===== src/rtl/cpu_pkg.sv =====
// cpu_pkg: shared constants for the 8-bit CPU fetch stage.
// Holds the default PC geometry and the command-priority encoding used by
// pc_unit to select one action per cycle.
package cpu_pkg;

    localparam int PC_W_DEF     = 8;
    localparam int RESET_PC_DEF = 0;

    // Command encoding, listed in decreasing priority (reset is handled
    // separately because it is a register-level override).
    localparam int CMD_W = 3;
    typedef logic [CMD_W-1:0] cmd_t;

    localparam logic [2:0] CMD_HOLD = 3'd0;
    localparam logic [2:0] CMD_RET  = 3'd1;
    localparam logic [2:0] CMD_CALL = 3'd2;
    localparam logic [2:0] CMD_JMP  = 3'd3;
    localparam logic [2:0] CMD_INC  = 3'd4;

    // Collapse the raw control strobes into the single winning command:
    // stall > ret > call > jump > increment.
    function automatic cmd_t decode_cmd(
        input logic stall,
        input logic ret,
        input logic call,
        input logic jmp
    );
        if (stall) begin
            return CMD_HOLD;
        end else if (ret) begin
            return CMD_RET;
        end else if (call) begin
            return CMD_CALL;
        end else if (jmp) begin
            return CMD_JMP;
        end
        return CMD_INC;
    endfunction

endpackage


===== src/rtl/ras_stack.sv =====
// ras_stack: return-address LIFO used by pc_unit for CALL/RET.
// Storage is addressed by a write pointer that always points at the next
// free slot; the top entry sits one slot below it. Because DEPTH is a power
// of two the pointer wraps naturally, which gives circular overwrite of the
// oldest entry for free when PC_UNIT_RAS_WRAP_EN is defined.
// Build option: PC_UNIT_RAS_WRAP_EN
//   defined   - push when full overwrites the oldest entry, count saturates.
//   undefined - push when full is discarded; no_room_o flags the condition.
module ras_stack import cpu_pkg::*; #(
    parameter  int DEPTH = 4,
    parameter  int W     = PC_W_DEF,
    localparam int AW    = $clog2(DEPTH),
    localparam int CW    = AW + 1
) (
    input  logic          clk,
    input  logic          rst,        // synchronous, active-low
    input  logic          push_i,
    input  logic          pop_i,
    input  logic [W-1:0]  din_i,
    output logic [W-1:0]  top_o,
    output logic [CW-1:0] count_o,
    output logic          full_o,
    output logic          empty_o,
    output logic          no_room_o   // a push issued now would be lost
);

`ifdef PC_UNIT_RAS_WRAP_EN
    localparam logic WRAP_EN = 1'b1;
`else
    localparam logic WRAP_EN = 1'b0;
`endif

    logic [W-1:0]  mem_q [DEPTH];
    logic [AW-1:0] ptr_q, ptr_d;
    logic [CW-1:0] count_q, count_d;
    logic [AW-1:0] top_idx;
    logic          do_push;
    logic          do_pop;

    assign top_idx   = ptr_q - AW'(1);
    assign top_o     = mem_q[top_idx];
    assign count_o   = count_q;
    assign full_o    = (count_q == CW'(DEPTH));
    assign empty_o   = (count_q == '0);
    assign no_room_o = full_o && !WRAP_EN;

    // Pop wins if both are requested; pc_unit never asks for both at once.
    assign do_pop  = pop_i && !empty_o;
    assign do_push = push_i && !pop_i && !no_room_o;

    // Next pointer/count: pop steps back, push steps forward; in wrap mode
    // a push into a full stack moves the pointer but leaves count saturated.
    always_comb begin
        ptr_d   = ptr_q;
        count_d = count_q;
        if (do_pop) begin
            ptr_d   = top_idx;
            count_d = count_q - CW'(1);
        end else if (do_push) begin
            ptr_d = ptr_q + AW'(1);
            if (!full_o) begin
                count_d = count_q + CW'(1);
            end
        end
    end

    // Pointer and occupancy registers, cleared by reset.
    always_ff @(posedge clk) begin
        if (!rst) begin
            ptr_q   <= '0;
            count_q <= '0;
        end else begin
            ptr_q   <= ptr_d;
            count_q <= count_d;
        end
    end

    // Entry storage; contents are don't-care until written, so no reset.
    always_ff @(posedge clk) begin
        if (rst && do_push) begin
            mem_q[ptr_q] <= din_i;
        end
    end

endmodule


===== src/rtl/pc_unit.sv =====
// pc_unit: fetch-stage program counter with stall, absolute jump and
// CALL/RET through an internal return-address stack (ras_stack).
// One command is chosen per cycle by priority reset > stall > ret > call >
// jump > increment; every output is registered.
// Build option: PC_UNIT_RAS_WRAP_EN (forwarded to ras_stack) selects
// circular overwrite instead of dropping a push into a full stack.
module pc_unit import cpu_pkg::*; #(
    parameter  int              PC_W      = PC_W_DEF,
    parameter  logic [PC_W-1:0] RESET_PC  = PC_W'(RESET_PC_DEF),
    parameter  int              RAS_DEPTH = 4,
    localparam int              CNT_W     = $clog2(RAS_DEPTH) + 1
) (
    input  logic             clk,
    input  logic             rst,          // synchronous, active-low
    input  logic             stall,
    input  logic             pc_write_en,
    input  logic             call,
    input  logic             ret,
    input  logic [PC_W-1:0]  next_pc,
    output logic [PC_W-1:0]  pc_out,
    output logic             ras_empty,
    output logic             ras_full,
    output logic [CNT_W-1:0] ras_count,
    output logic             err
);

    cmd_t            cmd;
    logic [PC_W-1:0] pc_q, pc_d;
    logic [PC_W-1:0] pc_inc;
    logic            err_q, err_d;
    logic            ras_push, ras_pop;
    logic [PC_W-1:0] ras_top;
    logic            ras_no_room;

    assign cmd    = decode_cmd(stall, ret, call, pc_write_en);
    // Return address and fall-through both use the modular successor.
    assign pc_inc = pc_q + PC_W'(1);

    assign pc_out = pc_q;
    assign err    = err_q;

    ras_stack #(
        .DEPTH (RAS_DEPTH),
        .W     (PC_W)
    ) u_ras (
        .clk       (clk),
        .rst       (rst),
        .push_i    (ras_push),
        .pop_i     (ras_pop),
        .din_i     (pc_inc),
        .top_o     (ras_top),
        .count_o   (ras_count),
        .full_o    (ras_full),
        .empty_o   (ras_empty),
        .no_room_o (ras_no_room)
    );

    // Select next PC, stack action and error flag from the winning command.
    always_comb begin
        pc_d     = pc_q;
        err_d    = 1'b0;
        ras_push = 1'b0;
        ras_pop  = 1'b0;
        case (cmd)
            CMD_HOLD: begin
                pc_d = pc_q;
            end
            CMD_RET: begin
                // A call or jump arriving with ret is dropped and flagged.
                err_d = call || pc_write_en;
                if (!ras_empty) begin
                    pc_d    = ras_top;
                    ras_pop = 1'b1;
                end else begin
                    pc_d  = pc_inc;
                    err_d = 1'b1;
                end
            end
            CMD_CALL: begin
                // The jump happens even when the return address is lost.
                pc_d     = next_pc;
                ras_push = 1'b1;
                err_d    = ras_no_room;
            end
            CMD_JMP: begin
                pc_d = next_pc;
            end
            CMD_INC: begin
                pc_d = pc_inc;
            end
            default: begin
                pc_d = pc_inc;
            end
        endcase
    end

    // PC and error-pulse registers; reset overrides any command in flight.
    always_ff @(posedge clk) begin
        if (!rst) begin
            pc_q  <= RESET_PC;
            err_q <= 1'b0;
        end else begin
            pc_q  <= pc_d;
            err_q <= err_d;
        end
    end

endmodule


===== config.mk =====
export PLATFORM = sky130hd
export DESIGN_NAME = pc_unit
export DESIGN_NICKNAME = d
export VERILOG_FILES = /design/src/rtl/cpu_pkg.sv /design/src/rtl/ras_stack.sv /design/src/rtl/pc_unit.sv
export SDC_FILE = /design/constraint.sdc
export NUM_CORES = 1
export LEC_CHECK = 0
export ABC_AREA = 1
export CELL_PAD_IN_SITES_DETAIL_PLACEMENT = 1
export CELL_PAD_IN_SITES_GLOBAL_PLACEMENT = 1
export CORE_MARGIN = 4
export CORE_UTILIZATION = 40
export DETAILED_ROUTE_END_ITERATION = 7
export MAX_ROUTING_LAYER = met4
export PLACE_DENSITY = 0.78
export SLEW_MARGIN = 15
export SYNTH_ARGS = -nofsm -noshare
export SYNTH_HDL_FRONTEND = slang
export SYNTH_SLANG_ARGS = --single-unit
export TNS_END_PERCENT = 30

===== constraint.sdc =====
create_clock -name clk -period 3.92 [get_ports clk]
set_input_delay 1.176 -clock clk [delete_from_list [all_inputs] [get_ports clk]]
set_output_delay 1.176 -clock clk [all_outputs]
set_load 0.005 [all_outputs]

# Word level (Yosys, flattened, before mapping)
# Memories as Yosys holds them, arrays and structs flattened.
# Cells that the tools add are included.
op_classes:
  addsub: 5
  n_eq_ne: 5
  muxes: 23
  reduce_logical: 13
op_table:
  columns: ["op", "count"]
  rows:
  - ["$mux 3", 8]
  - ["$pmux 8 s3", 1]
  - ["$mux 1", 10]
  - ["$add 8x1->8 const B", 1]
  - ["$mux 8", 1]
  - ["$eq 3x2->1 const B", 2]
  - ["$logic_not 3->1", 2]
  - ["$logic_and 1x1->1", 4]
  - ["$mux 2", 2]
  - ["$add 3x1->3 const B", 1]
  - ["$eq 3x1->1 const B", 1]
  - ["$eq 3x3->1 const B", 1]
  - ["$logic_not 1->1", 3]
  - ["$sub 3x1->3 const B", 1]
  - ["$add 2x1->2 const B", 1]
  - ["$ne 2x1->1 const B", 1]
  - ["$pmux 1 s2", 1]
  - ["$reduce_and 2->1", 1]
  - ["$reduce_bool 2->1", 1]
  - ["$reduce_or 2->1", 1]
  - ["$sub 2x1->2 const B", 1]
  - ["$logic_or 1x1->1", 1]
totals:
  regBits: 14
  mem_bits_rw: 32
  in_bits: 14
  output_inout_bits: 14
  elab_cells: 51
  memories: 1
mem_list:
  columns: ["name", "depth", "width", "read_ports", "rd_ports_with_merged_regs", "wr", "line", "source"]
  rows:
  - ["u_ras.mem_q", 4, 8, 1, 0, 1, "ras_stack.sv:33", "logic [W-1:0] mem_q [DEPTH];"]

# Depth between registers and ports, before layout
logic_depth:
  depth_word: 13
  ltp_mapped: 11
  mapped_depth_nobuf: 9

# By module
# Synthesis repeated with hierarchy kept, for this count alone.
unflattened:
  cells_unflattened: 269
  hier_area_um2: 2392.3
by_module_without_submodules:
  columns: ["mod", "instances", "cells_each", "area_each_um2", "seq_area_each_um2"]
  rows:
  - ["ras_stack", 1, 134, 1554.0, 1061.0]
  - ["pc_unit", 1, 135, 838.3, 180.2]

# Worst setup path after synthesis
# No wires, ideal clock.
synth_timing:
  path_kind: "input to register"
  start: "input port ret"
  end: "memory u_ras.mem_q[0][0] in the netlist's numbering, enable pin"
  setup_ns: 0.371
  t_arrival_ns: 1.982
  required_ns: 3.549
  slack_ns: 1.567
  path_stages: 5
  n_path_buf: 0
  cell_sequence: "inv_1 > nand2_4 > nor2_4 > nand3_1 > nor2_1"
synth_via:
  elab_chain_cells: 11
  elab_cells_between_ends: 15
  cone_classes: "2 x eq/ne; 9 x mux; 4 x reduce/logical"
synth_lines:
  columns: ["item", "line", "source"]
  rows:
  - ["start, declared", "pc_unit.sv:18", "input logic ret,"]
  - ["$mux 3 or $mux 1 (tied branches)", "cpu_pkg.sv:30", "end else if (ret) begin"]
  - ["$mux 3 or $mux 1 (tied branches)", "cpu_pkg.sv:28", "if (stall) begin"]
  - ["$mux 3 (*)", "cpu_pkg.sv:37", "return CMD_INC;"]
  - ["$eq 3x1->1", "pc_unit.sv:64", "case (cmd)"]
  - ["$mux 1", "pc_unit.sv:64", null]
  - ["$logic_not 1->1", "ras_stack.sv:49", "assign do_push = push_i && !pop_i && !no_room_o;"]
  - ["$logic_and 1x1->1 (*) (2 in a row)", "ras_stack.sv:49", null]
  - ["$logic_and 1x1->1 (*)", "ras_stack.sv:80", "if (rst && do_push) begin"]
  - ["$mux 1 (*)", "ras_stack.sv:80", null]
  - ["$mux 1 (not written as such) (*)", "ras_stack.sv:81", "mem_q[ptr_q] <= din_i;"]
  - ["end, declared", "ras_stack.sv:33", null]
# Mark *: on every way between the ends. The rest lies on a longest branch, timed or not.

# Worst setup path after layout
layout_timing:
  start: "input port stall"
  end: "memory u_ras.mem_q[1][4] in the netlist's numbering, enable pin"
layout_via:
  elab_chain_cells: 10
  elab_cells_between_ends: 13
  cone_classes: "2 x eq/ne; 7 x mux; 4 x reduce/logical"
layout_lines:
  columns: ["item", "line", "source"]
  rows:
  - ["start, declared", "pc_unit.sv:15", "input logic stall,"]
  - ["$mux 3 or $mux 1 (tied branches)", "cpu_pkg.sv:28", null]
  - ["$mux 3 (*)", "cpu_pkg.sv:37", null]
  - ["$eq 3x1->1", "pc_unit.sv:64", null]
  - ["$mux 1", "pc_unit.sv:64", null]
  - ["$logic_not 1->1", "ras_stack.sv:49", null]
  - ["$logic_and 1x1->1 (*) (2 in a row)", "ras_stack.sv:49", null]
  - ["$logic_and 1x1->1 (*)", "ras_stack.sv:80", null]
  - ["$mux 1 (*)", "ras_stack.sv:80", null]
  - ["$mux 1 (not written as such) (*)", "ras_stack.sv:81", null]
# Marks and branches as above.

==> results.sh <==
export IMPL_rr_worst_depth=11
export IMPL_vias_per_cell=5.09
export IMPL_worstHoldPathCells=1
export IMPL_cts_sinks=46
export IMPL_post_cts_buffers=0
export IMPL_drt_initial_drc_count=111
export IMPL_path_max_fanout=16
export IMPL_wirelength_um=6330
export IMPL_hold_start="u_ras.count_o[0]$_SDFFE_PN0P_"
export IMPL_place_congestion=0.928
export IMPL_num_vias=1954
export IMPL_worst_ep_arrival_time_ns=2.92
export IMPL_power_total_mw=1.07
export IMPL_drc=0
export IMPL_leakagePower_nw=1.16
export IMPL_r2r_setup_slack_ns=1.59
export IMPL_internal_power_mw=0.750
export IMPL_synth_edf_count=32
export IMPL_syn_inst=281
export IMPL_fin_util=0.500
export IMPL_n_fill_cell=686
export IMPL_syn_area_per_cell_um2=8.50
export IMPL_area_growth_syn_to_layout_pct=18.2
export IMPL_grt_antenna_before_repair=0
export IMPL_yosysMostFrequentCell="nand2_1"
export IMPL_skew_ns=0.0118
export IMPL_dp_hpwl_um=4920
export IMPL_syn_nets=301
export IMPL_switching_share=0.299
export IMPL_grt_ovfl_total=0
export IMPL_crit_path_start_kind="primary input"
export IMPL_grt_pass1_wl_um=10200
export IMPL_p_seq_frac=0.521
export IMPL_tightest_slew_ns=0.660
export IMPL_timing_fmax_ghz=0.335
export IMPL_grt_max_degree=24
export IMPL_pwr_share_comb=0.208
export IMPL_dpl_cell_count=376
export IMPL_numPortBuffers=27
export IMPL_reg2reg_to="pc_out[0]$_SDFFE_PN0P_"
export IMPL_required_ns=3.86
export IMPL_cts_buffers_inserted=5
export IMPL_synthTopCellsByCount="nand2_1, inv_1, edfxtp_1, nor2_1, nand3_1"
export IMPL_synthTopCellsByArea="edfxtp_1, nand2_1, dfxtp_1"
export IMPL_ys_warn_count=0
export IMPL_grt_pass1_vias=2018
export IMPL_die_h_um=85.3
export IMPL_finalHoldViolCount=0
export IMPL_synth_top_area_cell="edfxtp_1"
export IMPL_rsz0062_at_grt="no"
export IMPL_ios=28
export IMPL_first_pass_iters=4
export IMPL_initial_core_util=0.423
export IMPL_die_area_mm2=0.00727
export IMPL_min_to="u_ras.count_o[0]$_SDFFE_PN0P_"
export IMPL_postRouteAntennaNets=0
export IMPL_worstSetupPathType="primary input to register"
export IMPL_period_needed_ns=2.98
export IMPL_instances_no_fill=384
export IMPL_synth_cell_types=27
export IMPL_cts_root_buf="clkbuf_8"
export IMPL_r2r_start="u_ras.ptr_q[0]$_SDFFE_PN0P_"
export IMPL_power_density_mw_per_mm2=379
export IMPL_finalCritPeriodShare=0.761
export IMPL_nNetsFinal=331
export IMPL_syn_cell_area_mm2=0.00239
export IMPL_cts_tree="yes"
export IMPL_rows=27
export IMPL_slew_headroom=0.559
export IMPL_setup_tns_ns=0
export IMPL_cp_end_kind="register"
export IMPL_p_clk_frac=0.272
export IMPL_postCtsHoldBufs=0
export IMPL_core_mm2=0.00564
export IMPL_grt_use_total=0.188
export IMPL_cap_violations=0
export IMPL_clock_latency_ns=0.30
export IMPL_ys_flop_type="edfxtp_1"
export IMPL_antenna_cells=0
export IMPL_async_reset_ff_frac=0
export IMPL_htreeDepth=2
export IMPL_ys_seq_elements=46
export IMPL_slew_viol_final=0
export IMPL_routedWlPerCell_um=16.5
export IMPL_yosysTopAreaCellShare=0.403
export IMPL_status="complete, no violations"
export IMPL_clk_path_buf_depth=2
export IMPL_p_sw_mw=0.320
export IMPL_drive_gt1_frac=0.0833
export IMPL_chipWidth_um=85.3
export IMPL_setup_viol=0
export IMPL_clk_pin_slew_worst_paths_ns=0.09
export IMPL_peakVddDrop_mv=0.268
export IMPL_ys_seq_area_frac=0.520
export IMPL_cts_resized=0
export IMPL_hold_path_class="register to register"
kinds of logic after synthesis:
kind of cell	Yosys count	share of synthesized area
compound gates	21	0.0519
xor+xnor	1	0.00367
fa+ha+maj	6	0.0346
buf+inv	45	0.0765
flops	46	0.520
simple gates	162	0.313
worst max path at each step:
stage	to	cells after the start	slack [ns]	start
after floorplan	u_ras.mem_q[0][0]$_DFFE_PP_	5	1.57	ret
after global placement	u_ras.mem_q[1][2]$_DFFE_PP_	6	0.72	stall
after detailed placement	u_ras.mem_q[3][6]$_DFFE_PP_	6	0.65	stall
after CTS	u_ras.mem_q[1][0]$_DFFE_PP_	6	0.96	stall
after global routing	u_ras.mem_q[1][3]$_DFFE_PP_	6	0.82	stall
final	u_ras.mem_q[1][4]$_DFFE_PP_	6	0.94	stall
routing by layer:
layer	routed length, um	share of wire	global-route usage
met1	2910	0.46	0.234
met2	3090	0.49	0.309
met3	214	0.034	0.0398
met4	110	0.017	0.0475
met5	0	0	-
metrics by stage:
stage / setup WS (ns) / hold slack, ns / area (um2)
floorplan: 1.57 / 0.501 / 2390
global placement: 0.724 / 0.519 / 2730
detailed placement: 0.649 / 0.555 / 2730
CTS: 0.964 / 0.577 / 2820
global route: 0.815 / 0.640 / 2820
finish: 0.938 / 0.570 / 2820
layout make-up:
type	instances	area, um2	share of cell area
flip-flops and latches	46	1240	0.440
multi-input cells	190	963	0.341
repair buffers	30	293	0.104
inverters	38	145	0.0514
well taps	72	90.1	0.0319
clock buffers	5	68.8	0.0244
clock inverters	3	21.3	0.00754
power groups by stage:
stage                     Sequential (mW)  Clock (mW)  Combinational (mW)
after floorplan                     0.564           0               0.135
after global placement              0.568           0               0.219
after detailed placement            0.569           0               0.223
after CTS                           0.558       0.300               0.224
after global routing                0.560       0.318               0.248
final                               0.557       0.291               0.222
state kept, by name (all words and copies together) (netlist names):
name	cells
err	1
u_ras.mem_q	32
u_ras.count_o	3
u_ras.ptr_q	2
pc_out	8
critical path, cell delays in order:
cell	delay, ns
clkdlybuf4s50_1	0.50
inv_4	0.21
nand2_4	0.09
nor2_4	0.16
nand3_1	0.21
nor2_1	0.57
cells in the final DEF, fill, tap and decap left out:
cell type,netlist,layout
nand3_1,30,30
clkinv_4,0,1
nand2_4,5,5
nor2_4,3,3
clkinv_2,0,1
clkinvlp_4,0,1
inv_1,33,33
clkbuf_8,0,5
nand2_1,82,82
inv_2,3,3
fa_1,1,1
inv_4,1,1
dfxtp_1,14,14
nor2_1,32,32
nand4_1,5,5
clkinv_1,1,1
nand2_2,1,1
xor2_1,1,1
nand3b_1,3,3
o21ai_0,6,6
nand2_8,1,1
clkdlybuf4s50_1,0,27
edfxtp_1,32,32
buf_4,2,3
o21ai_1,3,3
a21oi_4,1,1
o21bai_1,2,2
a31oi_1,2,2
a21oi_1,7,7
ha_1,5,5
(Power assumes the default switching activity.)
